## src/rtl/cmp_event_tracker_if.sv

```systemverilog
// Bundles the comparator sample stream and the tracker's registered results.
// The master side drives samples and clear; the slave side (the tracker) drives the results.
interface cmp_event_tracker_if #(
    parameter int CNT_W = 8
);
    logic             clear;
    logic             in_valid;
    logic [2:0]       cmp_code;
    logic [1:0]       state;
    logic             state_chg;
    logic             cross_up;
    logic             cross_dn;
    logic [CNT_W-1:0] eq_cnt;
    logic [CNT_W-1:0] gt_cnt;
    logic [CNT_W-1:0] lt_cnt;
    logic             err;

    modport master (
        output clear, in_valid, cmp_code,
        input  state, state_chg, cross_up, cross_dn, eq_cnt, gt_cnt, lt_cnt, err
    );

    modport slave (
        input  clear, in_valid, cmp_code,
        output state, state_chg, cross_up, cross_dn, eq_cnt, gt_cnt, lt_cnt, err
    );
endinterface

```

## src/rtl/cmp_event_tracker.sv

```systemverilog
// Debounces the comparator's one-hot result into a relation state, counts each class
// with saturation, and pulses on state changes, rank crossings and illegal codes.
module cmp_event_tracker #(
    parameter int CNT_W   = 8,
    parameter int RUN_LEN = 3
) (
    input  logic              clk,
    input  logic              rst_n,
    cmp_event_tracker_if.slave bus
);
    localparam int RUN_W = (RUN_LEN < 1) ? 1 : $clog2(RUN_LEN + 1);
    localparam logic [RUN_W-1:0] RUN_TGT = RUN_W'(RUN_LEN);
    localparam logic [CNT_W-1:0] CNT_MAX = {CNT_W{1'b1}};

    // The candidate reuses the state encoding, with IDLE meaning "no candidate".
    typedef enum logic [1:0] {
        IDLE  = 2'b00,
        EQUAL = 2'b01,
        ABOVE = 2'b10,
        BELOW = 2'b11
    } rel_e;

    rel_e             state_q, state_d, cand_q, cand_d, cls;
    logic [RUN_W-1:0] run_q, run_d, run_inc;
    logic [CNT_W-1:0] eq_q, gt_q, lt_q, eq_d, gt_d, lt_d;
    logic             chg_q, up_q, dn_q, err_q, chg_d, up_d, dn_d, err_d;
    logic             legal;

    function automatic logic [1:0] rank(input rel_e r);
        case (r)
            BELOW:   rank = 2'd0;
            EQUAL:   rank = 2'd1;
            ABOVE:   rank = 2'd2;
            default: rank = 2'd0;
        endcase
    endfunction

    always_ff @(posedge clk or negedge rst_n) begin
        if (!rst_n) begin
            state_q <= IDLE;
            cand_q  <= IDLE;
            run_q   <= '0;
            eq_q    <= '0;
            gt_q    <= '0;
            lt_q    <= '0;
            chg_q   <= 1'b0;
            up_q    <= 1'b0;
            dn_q    <= 1'b0;
            err_q   <= 1'b0;
        end else begin
            state_q <= state_d;
            cand_q  <= cand_d;
            run_q   <= run_d;
            eq_q    <= eq_d;
            gt_q    <= gt_d;
            lt_q    <= lt_d;
            chg_q   <= chg_d;
            up_q    <= up_d;
            dn_q    <= dn_d;
            err_q   <= err_d;
        end
    end

    // Illegal codes leave legal low, so they never touch the run in progress.
    always_comb begin
        legal = 1'b0;
        cls   = IDLE;
        case (bus.cmp_code)
            3'b001:  begin legal = bus.in_valid; cls = EQUAL; end
            3'b010:  begin legal = bus.in_valid; cls = ABOVE; end
            3'b100:  begin legal = bus.in_valid; cls = BELOW; end
            default: begin legal = 1'b0;         cls = IDLE;  end
        endcase
    end

    assign run_inc = run_q + RUN_W'(1);

    always_comb begin
        state_d = state_q;
        cand_d  = cand_q;
        run_d   = run_q;
        if (bus.clear) begin
            state_d = IDLE;
            cand_d  = IDLE;
            run_d   = '0;
        end else if (legal) begin
            if (cls == state_q) begin
                cand_d = IDLE;
                run_d  = '0;
            end else if (cls == cand_q && run_inc != RUN_TGT) begin
                run_d = run_inc;
            end else if (cls == cand_q || RUN_LEN == 1) begin
                state_d = cls;
                cand_d  = IDLE;
                run_d   = '0;
            end else begin
                cand_d = cls;
                run_d  = RUN_W'(1);
            end
        end
    end

    always_comb begin
        chg_d = !bus.clear && (state_d != state_q);
        up_d  = chg_d && (state_q != IDLE) && (rank(state_d) > rank(state_q));
        dn_d  = chg_d && (state_q != IDLE) && (rank(state_d) < rank(state_q));
        err_d = !bus.clear && bus.in_valid && !legal;
        eq_d  = eq_q;
        gt_d  = gt_q;
        lt_d  = lt_q;
        if (bus.clear) begin
            eq_d = '0;
            gt_d = '0;
            lt_d = '0;
        end else if (legal) begin
            if (cls == EQUAL && eq_q != CNT_MAX) eq_d = eq_q + CNT_W'(1);
            if (cls == ABOVE && gt_q != CNT_MAX) gt_d = gt_q + CNT_W'(1);
            if (cls == BELOW && lt_q != CNT_MAX) lt_d = lt_q + CNT_W'(1);
        end
    end

    assign bus.state     = state_q;
    assign bus.state_chg = chg_q;
    assign bus.cross_up  = up_q;
    assign bus.cross_dn  = dn_q;
    assign bus.err       = err_q;
    assign bus.eq_cnt    = eq_q;
    assign bus.gt_cnt    = gt_q;
    assign bus.lt_cnt    = lt_q;
endmodule
```

## src/flat_wrapper.sv

```systemverilog
// flat-port wrapper written by rule: the top's interface ports become plain ports
module cmp_event_tracker_flat 
#(
    parameter int CNT_W   = 8,
    parameter int RUN_LEN = 3
)
  (clk, rst_n, bus_clear, bus_in_valid, bus_cmp_code, bus_state, bus_state_chg, bus_cross_up, bus_cross_dn, bus_eq_cnt, bus_gt_cnt, bus_lt_cnt, bus_err);
  cmp_event_tracker_if #(.CNT_W(CNT_W)) bus_i ();
  input  logic clk;
  input  logic rst_n;
  input wire logic [$bits(bus_i.clear)-1:0] bus_clear;
  input wire logic [$bits(bus_i.in_valid)-1:0] bus_in_valid;
  input wire logic [$bits(bus_i.cmp_code)-1:0] bus_cmp_code;
  output wire logic [$bits(bus_i.state)-1:0] bus_state;
  output wire logic [$bits(bus_i.state_chg)-1:0] bus_state_chg;
  output wire logic [$bits(bus_i.cross_up)-1:0] bus_cross_up;
  output wire logic [$bits(bus_i.cross_dn)-1:0] bus_cross_dn;
  output wire logic [$bits(bus_i.eq_cnt)-1:0] bus_eq_cnt;
  output wire logic [$bits(bus_i.gt_cnt)-1:0] bus_gt_cnt;
  output wire logic [$bits(bus_i.lt_cnt)-1:0] bus_lt_cnt;
  output wire logic [$bits(bus_i.err)-1:0] bus_err;
  assign bus_i.clear = bus_clear;
  assign bus_i.in_valid = bus_in_valid;
  assign bus_i.cmp_code = bus_cmp_code;
  assign bus_state = bus_i.state;
  assign bus_state_chg = bus_i.state_chg;
  assign bus_cross_up = bus_i.cross_up;
  assign bus_cross_dn = bus_i.cross_dn;
  assign bus_eq_cnt = bus_i.eq_cnt;
  assign bus_gt_cnt = bus_i.gt_cnt;
  assign bus_lt_cnt = bus_i.lt_cnt;
  assign bus_err = bus_i.err;
  cmp_event_tracker #(.CNT_W(CNT_W), .RUN_LEN(RUN_LEN)) u_core (.clk(clk), .rst_n(rst_n), .bus(bus_i));
endmodule
```

## config.mk

```make
export PLATFORM = sky130hd
export DESIGN_NAME = cmp_event_tracker_flat
export DESIGN_NICKNAME = d
export VERILOG_FILES = /design/src/rtl/cmp_event_tracker_if.sv /design/src/rtl/cmp_event_tracker.sv /design/src/flat_wrapper.sv
export SDC_FILE = /design/constraint.sdc
export NUM_CORES = 1
export LEC_CHECK = 0
export ABC_AREA = 1
export CAP_MARGIN = 40
export CORE_MARGIN = 2
export CORE_UTILIZATION = 52
export CTS_CLUSTER_DIAMETER = 80
export CTS_CLUSTER_SIZE = 24
export DETAILED_ROUTE_END_ITERATION = 6
export PLACE_DENSITY = 0.85
export SLEW_MARGIN = 20
export SYNTH_ARGS = -nofsm -noshare
export SYNTH_HDL_FRONTEND = slang
export SYNTH_SLANG_ARGS = --single-unit
```

## constraint.sdc

```tcl
create_clock -name clk -period 2.45 [get_ports clk]
set_clock_uncertainty 0.2 [all_clocks]
set_input_delay 0.6125 -clock clk [delete_from_list [all_inputs] [get_ports clk]]
set_output_delay 0.6125 -clock clk [all_outputs]
set_load 0.05 [all_outputs]
```

After elaboration in Yosys (flattened, before gate mapping) --
Index checks and enable logic that the tools add are counted.
Word-level totals: bits in registers 34
Cells by class: reduce and logical (&&, ||, !) cells 22, eq/ne operators 18, add/sub/neg operators 4, $lt $le $gt $ge 2, muxes and demuxes 28
Operator list (number):
- 8-bit two-way mux | 9
- 2-bit two-way mux | 14
- 8-bit by 1-bit adder with 8-bit output, second input constant | 3
- 8-bit inequality test, second input constant | 3
- 1-bit logical AND | 10
- 2-bit nonzero test | 5
- 2-bit equality test, second input constant | 4
- 2-bit one-hot mux with 2 select lines | 2
- 2-bit AND reduction | 4
- 2-bit by 1-bit equality test with 1-bit output, second input constant | 3
- 2-bit one-hot mux with 3 select lines | 1
- 2-bit equality test | 2
- 3-bit by 1-bit equality test with 1-bit output, second input constant | 1
- 3-bit by 2-bit equality test with 1-bit output, second input constant | 1
- 3-bit equality test, second input constant | 1
- 3-bit by 2-bit inequality test with 1-bit output, second input constant | 1
- 3-bit OR reduction | 1
- 2-bit by 1-bit adder with 2-bit output, second input constant | 1
- 2-bit > comparator | 1
- 1-bit logical NOT | 2
- 2-bit less-than comparator | 1
- 1-bit two-way mux | 2
- 2-bit inequality test | 1
- 2-bit inequality test, second input constant | 1

Longest topological paths before layout --
depth after elaboration 12, depth in mapped cells 17

Worst setup path after synthesis --
No wires, ideal clock.
kind input to register, from input bus_cmp_code[2], to register u_core.up_q, in the netlist u_core.bus.cross_up, library setup time 0.071 ns, setup slack 0.009 ns, stages on the path 15, required time 2.179 ns, path buffers 0, data arrival time 2.170 ns, path through nor2_1 -> nand2_2 -> nand2_2 -> nand2_2 -> nand2_2 -> nand3_1 -> nor2_2 -> inv_1 -> a21oi_1 -> nor2_1 -> ha_1 -> inv_1 -> o21bai_1 -> nand2_1 -> nor2_1
Between the ends: longest elaborated chain between the ends 12, elaborated cells between the ends (all ways) 22
Ends and longest elaborated chain:
- start: declaration | line flat_wrapper.sv:13 | input wire logic [$bits(bus_i.cmp_code)-1:0] bus_cmp_code;
- 3-bit equality test (tied with other cells) | line cmp_event_tracker.sv:68 | case (bus.cmp_code)
- 2-bit one-hot mux with 3 select lines | line cmp_event_tracker.sv:68
- 2-bit equality test | line cmp_event_tracker.sv:90, cmp_event_tracker.sv:92
- 2-bit two-way mux or 1-bit logical AND (tied branches) | line cmp_event_tracker.sv:92, cmp_event_tracker.sv:90
- 2-bit two-way mux | line cmp_event_tracker.sv:90 | end else if (cls == cand_q && run_inc != RUN_TGT) begin
- 2-bit two-way mux | line cmp_event_tracker.sv:87 | if (cls == state_q) begin
- 2-bit two-way mux * | line cmp_event_tracker.sv:86 | end else if (legal) begin
- 2-bit two-way mux * | line cmp_event_tracker.sv:82 | if (bus.clear) begin
- named net u_core.state_d[0] | line cmp_event_tracker.sv:23 | rel_e state_q, state_d, cand_q, cand_d, cls;
- 2-bit equality test (tied with other cells) | line cmp_event_tracker.sv:30 | case (r)
- 2-bit one-hot mux with 2 select lines or 1-bit logical AND (tied branches) | line cmp_event_tracker.sv:30, cmp_event_tracker.sv:104
- 2-bit > comparator or 1-bit logical AND (tied branches) | line cmp_event_tracker.sv:105 | up_d = chg_d && (state_q != IDLE) && (rank(state_d) > rank(state_q));
- 1-bit logical AND * | line cmp_event_tracker.sv:105
- named net u_core.up_d | line cmp_event_tracker.sv:26 | logic chg_q, up_q, dn_q, err_q, chg_d, up_d, dn_d, err_d;
- end signal: assignment | line cmp_event_tracker.sv:58 | up_q <= up_d;
- end: declaration | line cmp_event_tracker.sv:26
The timed path passes the listed nets; every way through them passes the cells marked *. A chain may end at the register's enable or synchronous reset.

Final worst setup path --
from register u_core.state_q[1], in the netlist u_core.bus.state[1], to output bus_state[1]
RTL lines:
- start: declaration | line cmp_event_tracker.sv:23
- start signal: assignment | line cmp_event_tracker.sv:51 | state_q <= state_d;
- end: declaration | line flat_wrapper.sv:14 | output wire logic [$bits(bus_i.state)-1:0] bus_state;
No word-level cell between the ends.

==> metrics <==
Post-route DRC 0; R2R depth 14; gr usage total a little under a quarter; worst hold path endpoint u_core.run_q[0]; Via density just over 5; Clock Latency Late Sink 290 ps; Synth area leader dfrtp_1; CTS sink count 34; via count 1921; minimum clock period 2370 ps; top achievable clock speed around 0.42 GHz; placed cell area 2600 um2; grt total ovfl 0; Max IR drop VDD roughly 0.36 mV; hold path depth 2; Yosys top cell area share around 44%; antenna viol nets, final 0; Initial DRC Count around 130; Post-synth EDFFs 0; outcome completed; worst min path class reg -> reg; share of layout cells above drive strength 1 25.7%; I/O Pins 37; sequential cell area 851 um2; Setup crit start kind register; Synth-to-Final Area Change 39.7%; initial antenna violation count 0; Largest delay share family, worst path buffers and inverters; nets between 300 and 400; Setup Viol. Count Final 0; Req. time, crit path 1640 ps; final wirelength 4600 um; CTS clk-pin slew, worst paths 70 ps; die width 65.3 um; Final Hold Vio Count 0; max-slew violations 0; n_diodes 0; top post-synthesis cells by area dfrtp_1 44%, nand2_1 8.8%, inv_1 7.3%, a21oi_1 4.9%, nand3_1 4.6%; cells after synthesis approximately 250; FFs w/ async S/R, synth 100%; slew margin rel. between 60% and 70%; CTS Buffer Depth 2; CP Data Arrival Time about 1600 ps; Power Density 458 nW/um2; H-tree levels 2; input/output buffers 36; drt wl/cell about 12 um; GP Congestion approximately 0.83; sequential share of the synthesized area 43.6%; vias in the first global route 1812; Slew @ Worst Pin 504 ps; CP endpoint kind primary output; Starting Density between 50% and 60%; Final period util 96.8%; reg2reg end u_core.bus.cross_up; FP Rows 22; Synth Area per Inst 7.84 um2; CP max stage cell clkdlybuf4s50_1; CP Max Fanout 6; core area between 3000 and 4000 um2; clock root buffer clkbuf_8; Cell Area, Synth 1950 um2; Synth cell types 31; syn_nets ~260; largest net degree at the start of global routing 35; Crit Path Category reg -> out; DPL Wire Length 3320 um; fillcell total 270; Pleak between 1 and 1.5 nW; Synth Register Bits 34; Die Ht approximately 65 um; Buf/Inv on CP 1; crit-path cells clkdlybuf4s50_1; maxcap violations 0; reg2reg start u_core.run_q[0]; first-pass GRT wire length 7670 um; die area 4260 um2; min-delay src u_core.run_q[0]; hold_ws 304 ps; reg2reg setup slack 250 ps; Synth Flop Type dfrtp_1; DRT Pass-1 Iters 5; Pwr Total 1.25 mW; peak per-stage delay on the critical path 830 ps; CTS Buf Count 5; Final Instance Area 2730 um2; TritonCTS clock tree yes; Synth warnings 0; Multi-input gate area 932 um2
## metrics by stage
| step | setup WS (ps) | utilization [%] | std cells | setup TNS [ps] |
|---|---|---|---|---|
| finish | 78.8 | 75.1 | 371 | 0 |
| global placement | -545 | 71.5 | 362 | -3680 |
| detailed placement | -643 | 71.5 | 362 | -5440 |
| global route | -37.4 | 75.1 | 371 | -37.4 |
| floorplan | 8.81 | - | 249 | 0 |
| CTS | 7.96 | 75.1 | 370 | 0 |
## worst max path at each step
stage	from	to	slack [ps]	cells past startpoint
final	u_core.bus.state[1]	bus_state[1]	80	1
after global routing	bus_cmp_code[0]	u_core.bus.cross_up	-40	16
after CTS	bus_cmp_code[1]	u_core.bus.cross_up	8	16
after detailed placement	bus_cmp_code[1]	u_core.bus.cross_up	-640	16
after global placement	bus_cmp_code[1]	u_core.bus.cross_up	-540	15
after floorplan	bus_cmp_code[2]	u_core.bus.cross_up	9	15
## layout make-up
type | instances | share of cell area, %
Tap cell | 48 | 2.20
Multi-Input combinational cell | 167 | 34.2
Inverter | 45 | 6.33
Clock buffer | 6 | 3.03
Clock inverter | 1 | 1.10
Sequential cell | 34 | 31.2
Timing Repair Buffer | 70 | 22.0
## cells in the final DEF (no fill, tap or decap), types with 6 or more instances in the layout
master / instances
nand2_1: 46
inv_1: 37
buf_4: 34
dfrtp_1: 34
clkdlybuf4s50_1: 33
o21ai_0: 18
nand3_1: 17
a21oi_1: 17
nor2_1: 17
nand2_2: 9
inv_2: 6
clkbuf_8: 6
## what timing repair did
action,4_1_cts,5_1_grt
pin swaps,5,8
hold buffers,0,0
resized for setup,11,6
setup endpoints to repair,7,2
hold endpoints to repair,0,0
setup buffers,1,1
## Yosys cell counts, types with 2 or more instances
cell type / number
inv_1: 38
o21bai_1: 2
inv_2: 5
a21oi_1: 19
clkbuf_1: 2
nand2_2: 9
nor2_2: 4
o21ai_0: 18
nor2_1: 18
nor2_4: 2
nor3_2: 2
o21a_1: 2
nand3_2: 2
nand2_1: 46
nand3_1: 18
ha_1: 6
dfrtp_1: 34
nor3_1: 3
nand4_1: 4
nand2_4: 4
## state kept, by name (all words and copies together), names as in the netlist
| name | count |
|---|---|
| u_core.bus.cross_dn | 1 |
| u_core.bus.cross_up | 1 |
| u_core.bus.eq_cnt | 8 |
| u_core.bus.err | 1 |
| u_core.bus.gt_cnt | 8 |
| u_core.bus.lt_cnt | 8 |
| u_core.bus.state | 2 |
| u_core.bus.state_chg | 1 |
| u_core.cand_q | 2 |
| u_core.run_q | 2 |
## logic make-up after synthesis
logic type / synth area share (%)
flops: 43.6
compound gates: 13.9
simple gates: 28.6
xor+xnor: 0.449
buf+inv: 9.61
fa+ha+maj: 3.84
## layer usage
metal	global-route usage [%]	wire length, um	vias up	part of all wire, %
li1	-	-	950	-
met1	27.8	2040	912	44
met2	40.4	2310	52	50
met3	5.14	192	7	4.2
met4	7.81	61	0	1.3
met5	0	0	-	0
## power breakdown
part           switching (mW)  internal, mW  leakage (nW)
Sequential            0.00355         0.566         0.473
Clock                   0.205         0.325        0.0573
Combinational          0.0898        0.0621         0.794
(Power assumes the default switching activity.)
